===== config.mk =====
export PLATFORM = sky130hd
export DESIGN_NAME = ram_port_arbiter_flat
export DESIGN_NICKNAME = d
export VERILOG_FILES = /design/src/rtl/ram_port_arbiter_pkg.sv /design/src/rtl/ram_port_arbiter_if.sv /design/src/rtl/ram_port_arbiter_rr_arb2.sv /design/src/rtl/ram_port_arbiter.sv /design/src/flat_wrapper.sv
export SDC_FILE = /design/constraint.sdc
export NUM_CORES = 1
export LEC_CHECK = 0
export ABC_AREA = 1
export BUFFER_PORTS_ARGS = -buffer_cell sky130_fd_sc_hd__buf_4
export CAP_MARGIN = 10
export CORE_UTILIZATION = 46
export CTS_CLUSTER_DIAMETER = 60
export DETAILED_ROUTE_END_ITERATION = 7
export PLACE_DENSITY = 0.84
export REMOVE_ABC_BUFFERS = 1
export SLEW_MARGIN = 10
export SYNTH_ARGS = -nofsm -noshare
export SYNTH_HDL_FRONTEND = slang
export SYNTH_SLANG_ARGS = --single-unit

===== constraint.sdc =====
create_clock -name clk -period 2.5 [get_ports clk]
set_input_delay 0.125 -clock clk [delete_from_list [all_inputs] [get_ports clk]]
set_output_delay 0.125 -clock clk [all_outputs]
set_load 0.05 [all_outputs]

===== src/rtl/ram_port_arbiter_pkg.sv =====
// rtl/ram_port_arbiter_pkg.sv - shared widths, FSM encoding and requester indices
package ram_port_arbiter_pkg;

  localparam int DATA_W_DEF = 8;
  localparam int ADDR_W_DEF = 5;

  typedef enum logic {
    ST_IDLE   = 1'b0,
    ST_ACCESS = 1'b1
  } state_t;

  localparam logic REQ0 = 1'b0;
  localparam logic REQ1 = 1'b1;

endpackage


===== src/rtl/ram_port_arbiter_if.sv =====
// rtl/ram_port_arbiter_if.sv - requester and RAM-side signal bundle
interface ram_port_arbiter_if
  import ram_port_arbiter_pkg::*;
#(
  parameter int DATA_W = DATA_W_DEF,
  parameter int ADDR_W = ADDR_W_DEF
);

  logic              req0;
  logic              we0;
  logic [ADDR_W-1:0] addr0;
  logic [DATA_W-1:0] wdata0;
  logic              gnt0;
  logic              rvalid0;

  logic              req1;
  logic              we1;
  logic [ADDR_W-1:0] addr1;
  logic [DATA_W-1:0] wdata1;
  logic              gnt1;
  logic              rvalid1;

  logic [DATA_W-1:0] rdata;

  logic              ram_rd_wr;
  logic [ADDR_W-1:0] ram_addr;
  logic [DATA_W-1:0] ram_din;
  logic [DATA_W-1:0] ram_dout;

  // Environment side: the two requesters plus the RAM's read port.
  modport master (
    output req0, we0, addr0, wdata0,
    output req1, we1, addr1, wdata1,
    output ram_dout,
    input  gnt0, rvalid0, gnt1, rvalid1, rdata,
    input  ram_rd_wr, ram_addr, ram_din
  );

  // Arbiter side.
  modport slave (
    input  req0, we0, addr0, wdata0,
    input  req1, we1, addr1, wdata1,
    input  ram_dout,
    output gnt0, rvalid0, gnt1, rvalid1, rdata,
    output ram_rd_wr, ram_addr, ram_din
  );

endinterface


===== src/rtl/ram_port_arbiter_rr_arb2.sv =====
// rtl/ram_port_arbiter_rr_arb2.sv - two-way round-robin winner select
module rr_arb2
  import ram_port_arbiter_pkg::*;
(
  input  logic       req0,
  input  logic       req1,
  input  logic       last_served,
  output logic [1:0] winner
);

  // One-hot winner; on a tie the requester not served last goes first.
  always_comb begin
    winner = 2'b00;
    if (req0 && req1) begin
      winner = (last_served == REQ0) ? 2'b10 : 2'b01;
    end else if (req0) begin
      winner = 2'b01;
    end else if (req1) begin
      winner = 2'b10;
    end
  end

endmodule


===== src/rtl/ram_port_arbiter.sv =====
// rtl/ram_port_arbiter.sv - round-robin arbiter and sequencer for a 32x8 single-port RAM
module ram_port_arbiter
  import ram_port_arbiter_pkg::*;
#(
  parameter int DATA_W = DATA_W_DEF,
  parameter int ADDR_W = ADDR_W_DEF
) (
  input logic               clk,
  input logic               rst,
  ram_port_arbiter_if.slave bus
);

  state_t            state;
  logic              last_served;
  logic              owner;
  logic              pend_rd;
  logic              rd_wr_q;
  logic [ADDR_W-1:0] addr_q;
  logic [DATA_W-1:0] din_q;
  logic              rvalid0_q;
  logic              rvalid1_q;
  logic [1:0]        winner;
  logic              idle;
  logic              sel_we;
  logic [ADDR_W-1:0] sel_addr;
  logic [DATA_W-1:0] sel_wdata;

  rr_arb2 u_arb (
    .req0        (bus.req0),
    .req1        (bus.req1),
    .last_served (last_served),
    .winner      (winner)
  );

  assign idle = (state == ST_IDLE);

  // Grants only exist in IDLE and are held off while reset is asserted.
  assign bus.gnt0    = rst & idle & winner[0];
  assign bus.gnt1    = rst & idle & winner[1];
  assign bus.rvalid0 = rvalid0_q;
  assign bus.rvalid1 = rvalid1_q;
  assign bus.rdata   = bus.ram_dout;

  assign bus.ram_rd_wr = rd_wr_q;
  assign bus.ram_addr  = addr_q;
  assign bus.ram_din   = din_q;

  // Command fields of whichever requester wins this cycle.
  always_comb begin
    sel_we    = bus.we0;
    sel_addr  = bus.addr0;
    sel_wdata = bus.wdata0;
    if (winner[1]) begin
      sel_we    = bus.we1;
      sel_addr  = bus.addr1;
      sel_wdata = bus.wdata1;
    end
  end

  // Two-state sequencer: grant and register the command, then let the RAM execute it.
  always_ff @(posedge clk or negedge rst) begin
    if (!rst) begin
      state       <= ST_IDLE;
      last_served <= REQ1;
      owner       <= REQ0;
      pend_rd     <= 1'b0;
      rd_wr_q     <= 1'b0;
      addr_q      <= '0;
      din_q       <= '0;
      rvalid0_q   <= 1'b0;
      rvalid1_q   <= 1'b0;
    end else begin
      case (state)
        ST_IDLE: begin
          rvalid0_q <= 1'b0;
          rvalid1_q <= 1'b0;
          if (|winner) begin
            rd_wr_q     <= sel_we;
            addr_q      <= sel_addr;
            din_q       <= sel_wdata;
            last_served <= winner[1] ? REQ1 : REQ0;
            owner       <= winner[1] ? REQ1 : REQ0;
            pend_rd     <= ~sel_we;
            state       <= ST_ACCESS;
          end else begin
            rd_wr_q <= 1'b0;
          end
        end
        ST_ACCESS: begin
          rvalid0_q <= pend_rd & (owner == REQ0);
          rvalid1_q <= pend_rd & (owner == REQ1);
          rd_wr_q   <= 1'b0;
          state     <= ST_IDLE;
        end
        default: begin
          state <= ST_IDLE;
        end
      endcase
    end
  end

endmodule


===== src/flat_wrapper.sv =====
// flat-port wrapper written by rule: the top's interface ports become plain ports
module ram_port_arbiter_flat import ram_port_arbiter_pkg::*;
#(
  parameter int DATA_W = DATA_W_DEF,
  parameter int ADDR_W = ADDR_W_DEF
)
  (clk, rst, bus_req0, bus_we0, bus_addr0, bus_wdata0, bus_req1, bus_we1, bus_addr1, bus_wdata1, bus_ram_dout, bus_gnt0, bus_rvalid0, bus_gnt1, bus_rvalid1, bus_rdata, bus_ram_rd_wr, bus_ram_addr, bus_ram_din);
  ram_port_arbiter_if #(.DATA_W(DATA_W), .ADDR_W(ADDR_W)) bus_i ();
  input logic clk;
  input logic rst;
  input wire logic [$bits(bus_i.req0)-1:0] bus_req0;
  input wire logic [$bits(bus_i.we0)-1:0] bus_we0;
  input wire logic [$bits(bus_i.addr0)-1:0] bus_addr0;
  input wire logic [$bits(bus_i.wdata0)-1:0] bus_wdata0;
  input wire logic [$bits(bus_i.req1)-1:0] bus_req1;
  input wire logic [$bits(bus_i.we1)-1:0] bus_we1;
  input wire logic [$bits(bus_i.addr1)-1:0] bus_addr1;
  input wire logic [$bits(bus_i.wdata1)-1:0] bus_wdata1;
  input wire logic [$bits(bus_i.ram_dout)-1:0] bus_ram_dout;
  output wire logic [$bits(bus_i.gnt0)-1:0] bus_gnt0;
  output wire logic [$bits(bus_i.rvalid0)-1:0] bus_rvalid0;
  output wire logic [$bits(bus_i.gnt1)-1:0] bus_gnt1;
  output wire logic [$bits(bus_i.rvalid1)-1:0] bus_rvalid1;
  output wire logic [$bits(bus_i.rdata)-1:0] bus_rdata;
  output wire logic [$bits(bus_i.ram_rd_wr)-1:0] bus_ram_rd_wr;
  output wire logic [$bits(bus_i.ram_addr)-1:0] bus_ram_addr;
  output wire logic [$bits(bus_i.ram_din)-1:0] bus_ram_din;
  assign bus_i.req0 = bus_req0;
  assign bus_i.we0 = bus_we0;
  assign bus_i.addr0 = bus_addr0;
  assign bus_i.wdata0 = bus_wdata0;
  assign bus_i.req1 = bus_req1;
  assign bus_i.we1 = bus_we1;
  assign bus_i.addr1 = bus_addr1;
  assign bus_i.wdata1 = bus_wdata1;
  assign bus_i.ram_dout = bus_ram_dout;
  assign bus_gnt0 = bus_i.gnt0;
  assign bus_rvalid0 = bus_i.rvalid0;
  assign bus_gnt1 = bus_i.gnt1;
  assign bus_rvalid1 = bus_i.rvalid1;
  assign bus_rdata = bus_i.rdata;
  assign bus_ram_rd_wr = bus_i.ram_rd_wr;
  assign bus_ram_addr = bus_i.ram_addr;
  assign bus_ram_din = bus_i.ram_din;
  ram_port_arbiter #(.DATA_W(DATA_W), .ADDR_W(ADDR_W)) u_core (.clk(clk), .rst(rst), .bus(bus_i));
endmodule

# Word level (Yosys, flattened, before mapping)
# Cells that the tools add are included.
dict set report word_totals {
  ff_bits 20
  output_inout_bits 26
  in_bits 40
  wordCells 34
}
dict set report classes {
  reduce_logical 3
  n_bitwise 8
  muxes 14
}
# operator count
set ops {}
lappend ops {{2-bit two-way mux} 4}
lappend ops {{8-bit two-way mux} 1}
lappend ops {{1-bit case mux with 2 select lines} 4}
lappend ops {{1-bit AND} 5}
lappend ops {{5-bit two-way mux} 1}
lappend ops {{1-bit two-way mux} 4}
lappend ops {{1-bit inverter} 3}
lappend ops {{2-bit AND reduction} 1}
lappend ops {{2-bit OR reduction} 1}
lappend ops {{1-bit logical AND} 1}

# Logic depth before layout (Yosys ltp)
# Gate-level depths: netlist of run 1.
dict set report depth {
  ltp_word 6
  ltp_mapped 7
  ltp_nobuf 6
}

# Cells and area by module
# Synthesis of run 1 repeated with hierarchy kept, for this count alone.
dict set report unflattened {
  hier_cells 140
  area_unflattened_um2 1031.0
}
# mod cells_each area_each_um2 n_inst seq_area_each_um2
set by_module_without_submodules {}
lappend by_module_without_submodules {ram_port_arbiter 135 1009.7 1 501.7}
lappend by_module_without_submodules {rr_arb2 5 21.3 1 0.0}

# Worst setup path before layout of run 1
# No wires, ideal clock.
dict set report synth_path {
  path_type {reg2out}
  start {register u_core.state}
  end {output bus_gnt0}
  t_required_ns 2.375
  path_buffers 0
  slack_ns 0.982
  path_stages_with_launch 4
  arrival_time_ns 1.393
  path_cell_list {dfrtp_1 > inv_1 > nand3_1 > a21oi_1}
}
dict set report synth_via {
  elab_chain_len 3
}
# item line_no
set synth_lines {}
lappend synth_lines {{start: declaration} ram_port_arbiter.sv:13} ;# state_t state;
lappend synth_lines {{start signal: assignment} ram_port_arbiter.sv:63} ;# state <= ST_IDLE;
lappend synth_lines {{start signal: assignment} ram_port_arbiter.sv:84} ;# state <= ST_ACCESS;
lappend synth_lines {{start signal: assignment} ram_port_arbiter.sv:93} ;# state <= ST_IDLE;
lappend synth_lines {{1-bit inverter (no source line)} --}
lappend synth_lines {{1-bit AND (2 in a row)} ram_port_arbiter.sv:38} ;# assign bus.gnt0 = rst & idle & winner[0];
lappend synth_lines {{end: declaration} flat_wrapper.sv:20} ;# output wire logic [$bits(bus_i.gnt0)-1:0] bus_gnt0;
# Every way passes these cells.

# Final worst setup path of run 1
dict set report layout_path {
  start {register u_core.last_served}
  end {output bus_gnt1}
}
dict set report layout_via {
  elab_chain_len 3
}
# item line_no
set layout_lines {}
lappend layout_lines {{start: declaration} ram_port_arbiter.sv:14} ;# logic last_served;
lappend layout_lines {{start signal: assignment} ram_port_arbiter.sv:81} ;# last_served <= winner[1] ? REQ1 : REQ0;
lappend layout_lines {{2-bit two-way mux} ram_port_arbiter_rr_arb2.sv:15} ;# winner = (last_served == REQ0) ? 2'b10 : 2'b01;
lappend layout_lines {{2-bit two-way mux} ram_port_arbiter_rr_arb2.sv:14} ;# if (req0 && req1) begin
lappend layout_lines {{1-bit AND} ram_port_arbiter.sv:39} ;# assign bus.gnt1 = rst & idle & winner[1];
lappend layout_lines {{end: declaration} flat_wrapper.sv:22} ;# output wire logic [$bits(bus_i.gnt1)-1:0] bus_gnt1;
# Every way passes these cells.

==> results.toml, run 1 <==
[synth]
synth-seq-cells = 20
syn_area_sq_um = 1122
yosysMostFrequentCell = "nand2_1"
postSynth.asyncResetShare = 1.000
synth.area.top_cells = "dfrtp_1, nand2_1, nand3b_1, nand3_1, inv_1"
ys_seq_area_frac = 0.4470
avgSynthCellArea_sq_um = 8.017
yosysUniqueCellTypes = 19
synth_warnings = 0
synthDominantCellAreaShare = 0.4236
synth_edf_count = 0
synth.cells.most_frequent = "nand2_1, dfrtp_1, inv_1"
synth_cells = 140
synthFlopType = "dfrtp_1"
synth_top_cell_by_area = "dfrtp_1"

[cells_and_area]
seqCellArea_sq_um = 501.7
multi_input_area_sq_um = 434.2
fin_area_sq_um = 1460
diodes = 0
synthToLayoutAreaGrowth_pct = 30.10
finalNetCount = 221
nFillCells = 199
drive_gt1_frac = 0.3278
fin_util = 0.6476

[global_routing]
antenna_found_initial = 0
grt_max_degree = 23
grt_pass1_vias = 978
grt_overflow = 0
grt_pass1_wl_um = 4057
grtUsageTotal = 0.2069

[floorplan]
io_pins = 66
core_area_sq_um = 2255
rows = 17
start_util = 0.4978
die_area_sq_um = 2641
die_width_um = 51.40
die_h_um = 51.40

[routing]
first_pass_iters = 4
vias = 1013
wl_um = 2452
avgRoutedWirePerCell_um = 11.79
drtAntennaViolNets = 0
routed_via_density = 4.870
drt_iter0_drc = 30
drc = 0

[sta]
fin_setup_tns_ns = 0
maxSlewHeadroom = 0.7912
fin_crit_sh = 0.6651
hold_slack_ns = 0.08299
min_period_ns = 1.663
finalHoldViolCount = 0
rsz0062_at_grt = "no"
layout_setup_ws_ns = 0.8372
skew_ns = 0.003895
setup_viol = 0
fmaxAchievable_mhz = 601.4
maxSlewViolCount = 0
worstMarginPinSlew_ns = 0.3121

[power_and_ir_drop]
ir_drop_v = 0.0004007
powerDensity_nw_per_um2 = 736.7
p_leak_nw = 0.8292

[placement]
globalplace.congestion = 0.7350
io_buffers = 49
dpl_cell_area_sq_um = 1414
preCtsSetupSlack_ns = 1.190
dp_hpwl_um = 1801

[critical_path]
critPathLaunchType = "flop"
cp_max_fo = 16
path_class = "reg2out"
reg2reg_from = "u_core.last_served"
worstReg2RegEnd = "u_core.pend_rd"
arrival_ns = 1.54
ff2ff_path_depth = 6
cp-end-kind = "output pin"
required_ns = 2.38
reg2reg_slack_ns = 1.19

[min_path]
worstHoldStart = "bus_we0"
hold_path_depth = 3
hold_class = "in2reg"
holdPathEnd = "u_core.bus.ram_rd_wr"

[clocking]
insertion_delay_ns = 0.30
cts_buffers = 3
numClockSinks = 20
path_clk_slew_ns = 0.11
cts_root_buffer = "clkbuf_4"
postCtsSetupBuffers = 0
cts_tree = "done"
cts_resized = 0
h-tree-depth = 1
ctsLongestPathBuffers = 2

[run]
cap_violations = 0

[run_status]
status = "complete, no violations"
how the worst max path moves through the flow:
stage | start | to | slack, ns | cells after the start
4_1_cts | u_core.last_served | bus_gnt1 | 0.84 | 4
2_1_floorplan | u_core.state | bus_gnt0 | 0.98 | 3
5_1_grt | u_core.last_served | bus_gnt1 | 0.72 | 4
6_report | u_core.last_served | bus_gnt1 | 0.84 | 4
3_3_place_gp | u_core.last_served | bus_gnt1 | 1.21 | 4
3_5_place_dp | u_core.last_served | bus_gnt1 | 1.19 | 4
per-layer routing:
layer | vias to the layer above | track usage | routed length [um]
met4 | 0 | 0.1081 | 26
met5 | - | 0 | 0
met1 | 448 | 0.2608 | 1102
li1 | 508 | - | -
met2 | 55 | 0.3268 | 1118
met3 | 2 | 0.04762 | 205
metrics by stage:
step | instances | power [W]
detailed placement | 203 | 0.0008965
CTS | 208 | 0.001085
finish | 208 | 0.001076
global route | 208 | 0.001144
global placement | 203 | 0.0008875
floorplan | 126 | 0.0007299
power breakdown:
part / switching, W / internal, W / leakage (nW)
Clock: 0.0000980 / 0.0000888 / 0.0210
Combinational: 0.000316 / 0.000150 / 0.565
Sequential: 0.0000352 / 0.000388 / 0.244
Total: 0.000449 / 0.000626 / 0.829
final cells by class:
type / count / share of cell area
well taps: 28 / 0.02399
flip-flops and latches: 20 / 0.3436
inverters: 20 / 0.05141
multi-input cells: 86 / 0.2973
repair buffers: 50 / 0.2588
clock buffers: 4 / 0.02485
logic make-up after synthesis:
| group | share of synthesized area |
|---|---|
| AND/OR/NAND/NOR | 0.3690 |
| buffers and inverters | 0.1661 |
| flip-flops | 0.4471 |
| AO/OA/AOI/OAI | 0.01783 |
placed cells by master, fill, tap and decap left out:
cell type and count:
clkbuf_8 1, nor2_1 1, nand3_1 17, buf_4 49, dfrtp_1 19, dlygate4sd3_1 1
nand2_2 1, o21ai_0 2, inv_1 19, nor2_8 1, dfstp_2 1, a21oi_1 1
o21ai_1 1, nand2_1 45, nor2_4 1, nand2_4 1, clkbuf_4 3, inv_2 1
nand3b_1 13, nor3_1 2
critical path, stage by stage (launching register included):
cell and delay (ns):
dfstp_2 0.55, nand2_2 0.20, nand2_4 0.24, nor2_1 0.06
buf_4 0.19
state kept, by name, indices dropped and copies added, names as in the netlist:
register,cells
u_core.bus.ram_rd_wr,1
u_core.last_served,1
u_core.pend_rd,1
u_core.owner,1
u_core.bus.rvalid1,1
u_core.bus.ram_din,8
u_core.state,1
u_core.bus.rvalid0,1
u_core.bus.ram_addr,5
what timing repair did:
item | CTS | global route
setup endpoints to repair | 0 | 0
hold buffers | 1 | 0
endpoints found under the hold margin | 20 | 0
Note: power is estimated with default switching activity, not from simulation.
==> run 2, diff against run 1 <==
--- a/config.mk
+++ b/config.mk
@@ -8,10 +8,10 @@
 export ABC_AREA = 1
 export BUFFER_PORTS_ARGS = -buffer_cell sky130_fd_sc_hd__buf_4
 export CAP_MARGIN = 10
-export CORE_UTILIZATION = 46
+export CORE_UTILIZATION = 43
 export CTS_CLUSTER_DIAMETER = 60
 export DETAILED_ROUTE_END_ITERATION = 7
-export PLACE_DENSITY = 0.84
+export PLACE_DENSITY = 0.79
 export REMOVE_ABC_BUFFERS = 1
 export SLEW_MARGIN = 10
 export SYNTH_ARGS = -nofsm -noshare
==> constraint.sdc (replaced) <==
create_clock -name clk -period 1.66 [get_ports clk]
set_input_delay 0.083 -clock clk [delete_from_list [all_inputs] [get_ports clk]]
set_output_delay 0.083 -clock clk [all_outputs]
set_load 0.05 [all_outputs]
==> results.toml, run 2 (same netlist as run 1, synthesis figures left out) <==
[run_status]
status = "complete, no violations"

[sta]
min_period_ns = 1.487
worstMarginPinSlew_ns = 0.2730
fmaxAchievable_mhz = 672.5
setup_viol = 0
hold_slack_ns = 0.03154
fin_crit_sh = 0.8958
fin_setup_tns_ns = 0
rsz0062_at_grt = "no"
skew_ns = 0.009377
finalHoldViolCount = 0
layout_setup_ws_ns = 0.1730
maxSlewViolCount = 0
maxSlewHeadroom = 0.8180

[clocking]
postCtsSetupBuffers = 0
cts_tree = "done"
cts_buffers = 3
insertion_delay_ns = 0.31
path_clk_slew_ns = 0.11
cts_root_buffer = "clkbuf_4"
numClockSinks = 20
ctsLongestPathBuffers = 2
h-tree-depth = 1

[power_and_ir_drop]
p_leak_nw = 0.8346
pwr-share-seq = 0.390
switching_share = 0.4225
power_frac_comb = 0.433
intPower_w = 0.0009471
pwr-share-clk = 0.177
powerDensity_nw_per_um2 = 1111
switchingPower_w = 0.0006930
ir_drop_v = 0.0006181

[routing]
avgRoutedWirePerCell_um = 12.14
routed_via_density = 4.800
drtAntennaViolNets = 0
first_pass_iters = 4
drc = 0
drt_iter0_drc = 18
wl_um = 2550
vias = 1008

[critical_path]
cp-end-kind = "output pin"
path_class = "reg2out"
cp.buffers_inverters = 1
crit_path_cell_trace = "nand2_4, nand2_8, nor2_1, buf_4"
arrival_ns = 1.40
cp_top_family = "flip-flops"
slowest_delay_ns = 0.57
critPathLaunchType = "flop"
cp_max_fo = 16
cpMaxStageDelayCell = "dfstp_2"
required_ns = 1.58

[placement]
dp_hpwl_um = 1785
globalplace.congestion = 0.8081
io_buffers = 49
preCtsSetupSlack_ns = 0.3881

[global_routing]
grt_max_degree = 23
grtUsageTotal = 0.1917
grt_pass1_vias = 928
antenna_found_initial = 0
grt_overflow = 0
grt_pass1_wl_um = 3864

[cells_and_area]
diodes = 0
mostFrequentLayoutCell = "buf_4"
final_cell_mix = "buf_4, nand2_1, inv_1, dfrtp_1, nand3_1"
finalNetCount = 221
seqCellArea_sq_um = 501.7
synthToLayoutAreaGrowth_pct = 31.55
fin_util = 0.5960
drive_gt1_frac = 0.3278
nFillCells = 248
largest_reg_flops = 8
multi_input_area_sq_um = 447.9

[min_path]
hold_class = "in2reg"

[run]
cap_violations = 0

[floorplan]
rows = 18
die_area_sq_um = 2819
die_h_um = 53.09
start_util = 0.4530
die_width_um = 53.09
core_area_sq_um = 2477
io_pins = 66
[run 2: layer usage]
metal,wire (um),global-route usage,vias to the layer above
met5,0,0,-
met4,44,0.1096,0
met3,193,0.04598,4
met2,1228,0.3165,47
met1,1083,0.2242,451
li1,-,-,506
[run 2: final timing paths]
kind | startpoint | to | slack [ns] | cells after the start
min in group asynchronous | rst | u_core.bus.ram_addr[3] | 0.17 | 2
hold / removal | bus_we0 | u_core.bus.ram_rd_wr | 0.03 | 3
setup / recovery | u_core.last_served | bus_gnt1 | 0.17 | 4
max in group asynchronous | rst | u_core.last_served | 1.20 | 2
hold reg to reg | u_core.owner | u_core.bus.rvalid0 | 0.44 | 1
setup reg to reg | u_core.state | u_core.bus.ram_din[5] | 0.48 | 4
[run 2: power groups by stage]
| stage | Sequential [W] | Combinational (W) | Clock (W) |
|---|---|---|---|
| final | 0.000639 | 0.000711 | 0.000290 |
| after CTS | 0.000637 | 0.000708 | 0.000300 |
| after global placement | 0.000643 | 0.000697 | 0 |
| after detailed placement | 0.000646 | 0.000703 | 0 |
| after global routing | 0.000650 | 0.000763 | 0.000317 |
| after floorplan | 0.000914 | 0.000186 | 0 |
[run 2: final cells by class]
type	count	share of cell area
Clock buffer	4	0.02458
Inverter	20	0.05085
Sequential cell	20	0.3398
Timing Repair Buffer	50	0.2559
Tap cell	30	0.02542
Multi-Input combinational cell	86	0.3034
[run 2: repair_timing]
action                     CTS  global route
hold buffers                 1             0
setup endpoints to repair    0             1
resized for setup            0             2
hold endpoints to repair    20             0
[run 2: through the flow]
step | cell area, sq um | std cells | total power, W
detailed placement | 1416 | 205 | 0.001350
CTS | 1463 | 210 | 0.001645
finish | 1476 | 210 | 0.001640
global route | 1476 | 210 | 0.001731
floorplan | 1011 | 126 | 0.001099
global placement | 1416 | 205 | 0.001339
[run 2: worst reg2reg max path, cell delays in order (launching register included)]
cell and delay (ns):
dfrtp_1 0.46, nor2_8 0.28, inv_2 0.19, nand2_1 0.09, nand2_1 0.05
==> run 3, diff against run 2 <==
--- a/config.mk
+++ b/config.mk
@@ -5,13 +5,14 @@
 export SDC_FILE = /design/constraint.sdc
 export NUM_CORES = 1
 export LEC_CHECK = 0
-export ABC_AREA = 1
 export BUFFER_PORTS_ARGS = -buffer_cell sky130_fd_sc_hd__buf_4
 export CAP_MARGIN = 10
-export CORE_UTILIZATION = 43
+export CELL_PAD_IN_SITES_DETAIL_PLACEMENT = 1
+export CELL_PAD_IN_SITES_GLOBAL_PLACEMENT = 2
+export CORE_UTILIZATION = 21
 export CTS_CLUSTER_DIAMETER = 60
 export DETAILED_ROUTE_END_ITERATION = 7
-export PLACE_DENSITY = 0.79
+export PLACE_DENSITY_LB_ADDON = 0.1
 export REMOVE_ABC_BUFFERS = 1
 export SLEW_MARGIN = 10
 export SYNTH_ARGS = -nofsm -noshare
==> constraint.sdc (replaced) <==
create_clock -name clk -period 1.66 [get_ports clk]
set_input_delay 0.083 -clock clk [delete_from_list [all_inputs] [get_ports clk]]
set_output_delay 0.083 -clock clk [all_outputs]
set_load 0.02 [all_outputs]
==> results.toml, run 3 <==
[critical_path]
cp_max_fo = 15
cp.buffers_inverters = 1
crit_path_cell_trace = "a21bo_2, nor3b_1, buf_4"
slowest_delay_ns = 0.56
arrival_ns = 1.43
path_class = "reg2out"
critPathLaunchType = "flop"
cp-end-kind = "output pin"
cpMaxStageDelayCell = "dfstp_2"
cp_top_family = "flip-flops"
required_ns = 1.58

[sta]
setup_viol = 0
maxSlewViolCount = 0
maxSlewHeadroom = 0.5445
worstMarginPinSlew_ns = 0.6793
fmaxAchievable_mhz = 662.8
finalHoldViolCount = 0
rsz0062_at_grt = "no"
hold_slack_ns = 0.07744
min_period_ns = 1.509
skew_ns = 0.004890
fin_crit_sh = 0.9089
fin_setup_tns_ns = 0

[run_status]
status = "complete, no violations"

[synth]
yosysUniqueCellTypes = 19
synth.area.top_cells = "dfrtp_1, nand2_1, buf_4, a31oi_1, nor2_1"
yosysMostFrequentCell = "nand2_1"
avgSynthCellArea_sq_um = 9.396
synth-seq-cells = 20
synth_top_cell_by_area = "dfrtp_1"
synth_edf_count = 0
synth_warnings = 0
postSynth.asyncResetShare = 1.000
synthFlopType = "dfrtp_1"
ys_seq_area_frac = 0.5235
synthDominantCellAreaShare = 0.4961
synth.cells.most_frequent = "nand2_1, dfrtp_1, nor2_1"
synth_cells = 102
syn_area_sq_um = 958.4

[floorplan]
rows = 24
start_util = 0.2186
die_width_um = 69.56
core_area_sq_um = 4384
die_h_um = 69.56
io_pins = 66
die_area_sq_um = 4838

[cells_and_area]
final_cell_mix = "buf_4, nand2_1, dfrtp_1"
fin_util = 0.3091
synthToLayoutAreaGrowth_pct = 41.38
fin_area_sq_um = 1355
largest_reg_flops = 8
stdcell_count = 196
mostFrequentLayoutCell = "buf_4"
diodes = 0
finalNetCount = 185
drive_gt1_frac = 0.4097

[global_routing]
grt_overflow = 0
grt_max_degree = 23
grtUsageTotal = 0.1101
grt_pass1_wl_um = 4181
grt_pass1_vias = 868
antenna_found_initial = 0

[clocking]
postCtsSetupBuffers = 0
path_clk_slew_ns = 0.08
insertion_delay_ns = 0.26
cts_tree = "done"
h-tree-depth = 1
cts_root_buffer = "clkbuf_8"
numClockSinks = 20
ctsLongestPathBuffers = 2
cts_buffers = 3

[power_and_ir_drop]
switching_share = 0.3260
ir_drop_v = 0.0003315
intPower_w = 0.001043
p_leak_nw = 0.6589
pwr-share-seq = 0.424
pwr-share-clk = 0.243
switchingPower_w = 0.0005045
powerDensity_nw_per_um2 = 1142
power_frac_comb = 0.333

[routing]
routed_via_density = 4.332
avgRoutedWirePerCell_um = 13.00
drt_iter0_drc = 19
vias = 849
first_pass_iters = 4
drtAntennaViolNets = 0
drc = 0
wl_um = 2548

[placement]
io_buffers = 49
dpl_cell_area_sq_um = 1290
dp_hpwl_um = 1825
globalplace.congestion = 0.7096
dp.cells = 191

[min_path]
hold_class = "in2reg"

[run]
cap_violations = 0
[run 3: changes by cell type after synthesis, moves of 2 or more]
cell | previous run | this run
a31oi_1 | 0 | 13
and3_1 | 0 | 2
buf_2 | 2 | 0
buf_4 | 9 | 11
inv_1 | 19 | 2
nand2_1 | 45 | 26
nand3_1 | 17 | 0
nand3b_1 | 13 | 0
nor2_1 | 1 | 14
nor3_1 | 2 | 0
[run 3: worst min-delay path, delay by kind of cell]
family	cells	cell delay, ns
AOI/OAI and AO/OA	1	0.07
buffers and inverters	1	0.11
and+or+nand+nor	1	0.04
[run 3: final timing paths]
path                                          from  slack (ns)  cells after the start                     end
worst max register to register  u_core.last_served        0.26                      3          u_core.pend_rd
worst min register to register        u_core.owner        0.52                      1      u_core.bus.rvalid1
min in group asynchronous                      rst        0.25                      2  u_core.bus.ram_addr[2]
max in group asynchronous                      rst        1.12                      2      u_core.last_served
worst max-delay path            u_core.last_served        0.15                      3                bus_gnt1
worst min-delay path                 bus_wdata0[6]        0.08                      3   u_core.bus.ram_din[6]
[run 3: final cells by class]
class	instances	area [sq um]
fillers	523	3029
clock buffers	4	55.05
inverters	2	7.507
repair buffers	52	392.9
well taps	52	65.06
flip-flops and latches	20	501.7
multi-input cells	66	332.8
[run 3: through the flow]
stage | setup WS [ns] | power (W)
global placement | 0.2487 | 0.001180
finish | 0.1512 | 0.001548
CTS | 0.1021 | 0.001578
global route | 0.02794 | 0.001660
floorplan | 0.3668 | 0.0009218
detailed placement | 0.1994 | 0.001194
[run 3: power by group through the flow]
| stage | sequential, W | clock (W) | combinational (W) |
|---|---|---|---|
| 2_1_floorplan | 0.000760 | 0 | 0.000162 |
| 3_3_place_gp | 0.000666 | 0 | 0.000514 |
| 3_5_place_dp | 0.000668 | 0 | 0.000526 |
| 4_1_cts | 0.000660 | 0.000391 | 0.000528 |
| 5_1_grt | 0.000674 | 0.000419 | 0.000567 |
| 6_report | 0.000657 | 0.000376 | 0.000515 |
[run 3: timing repair]
| item | in CTS | in global routing |
|---|---|---|
| resized for setup | 0 | 0 |
| hold endpoints to repair | 20 | 0 |
| hold buffers | 1 | 0 |
[run 3: routing by layer]
metal / GRT usage / part of all wire / vias up
met3: 0.03779 / 0.063 / 2
met1: 0.1408 / 0.47 / 390
met2: 0.1715 / 0.46 / 38
met5: 0 / 0 / -
li1: - / - / 419
met4: 0.04082 / 0.0067 / 0
[run 3: logic make-up after synthesis]
kind of cell,Yosys count,synth area share
and+or+nand+nor,45,0.1945
DFF,20,0.5235
AOI/OAI and AO/OA,21,0.1528
buffers and inverters,16,0.1292
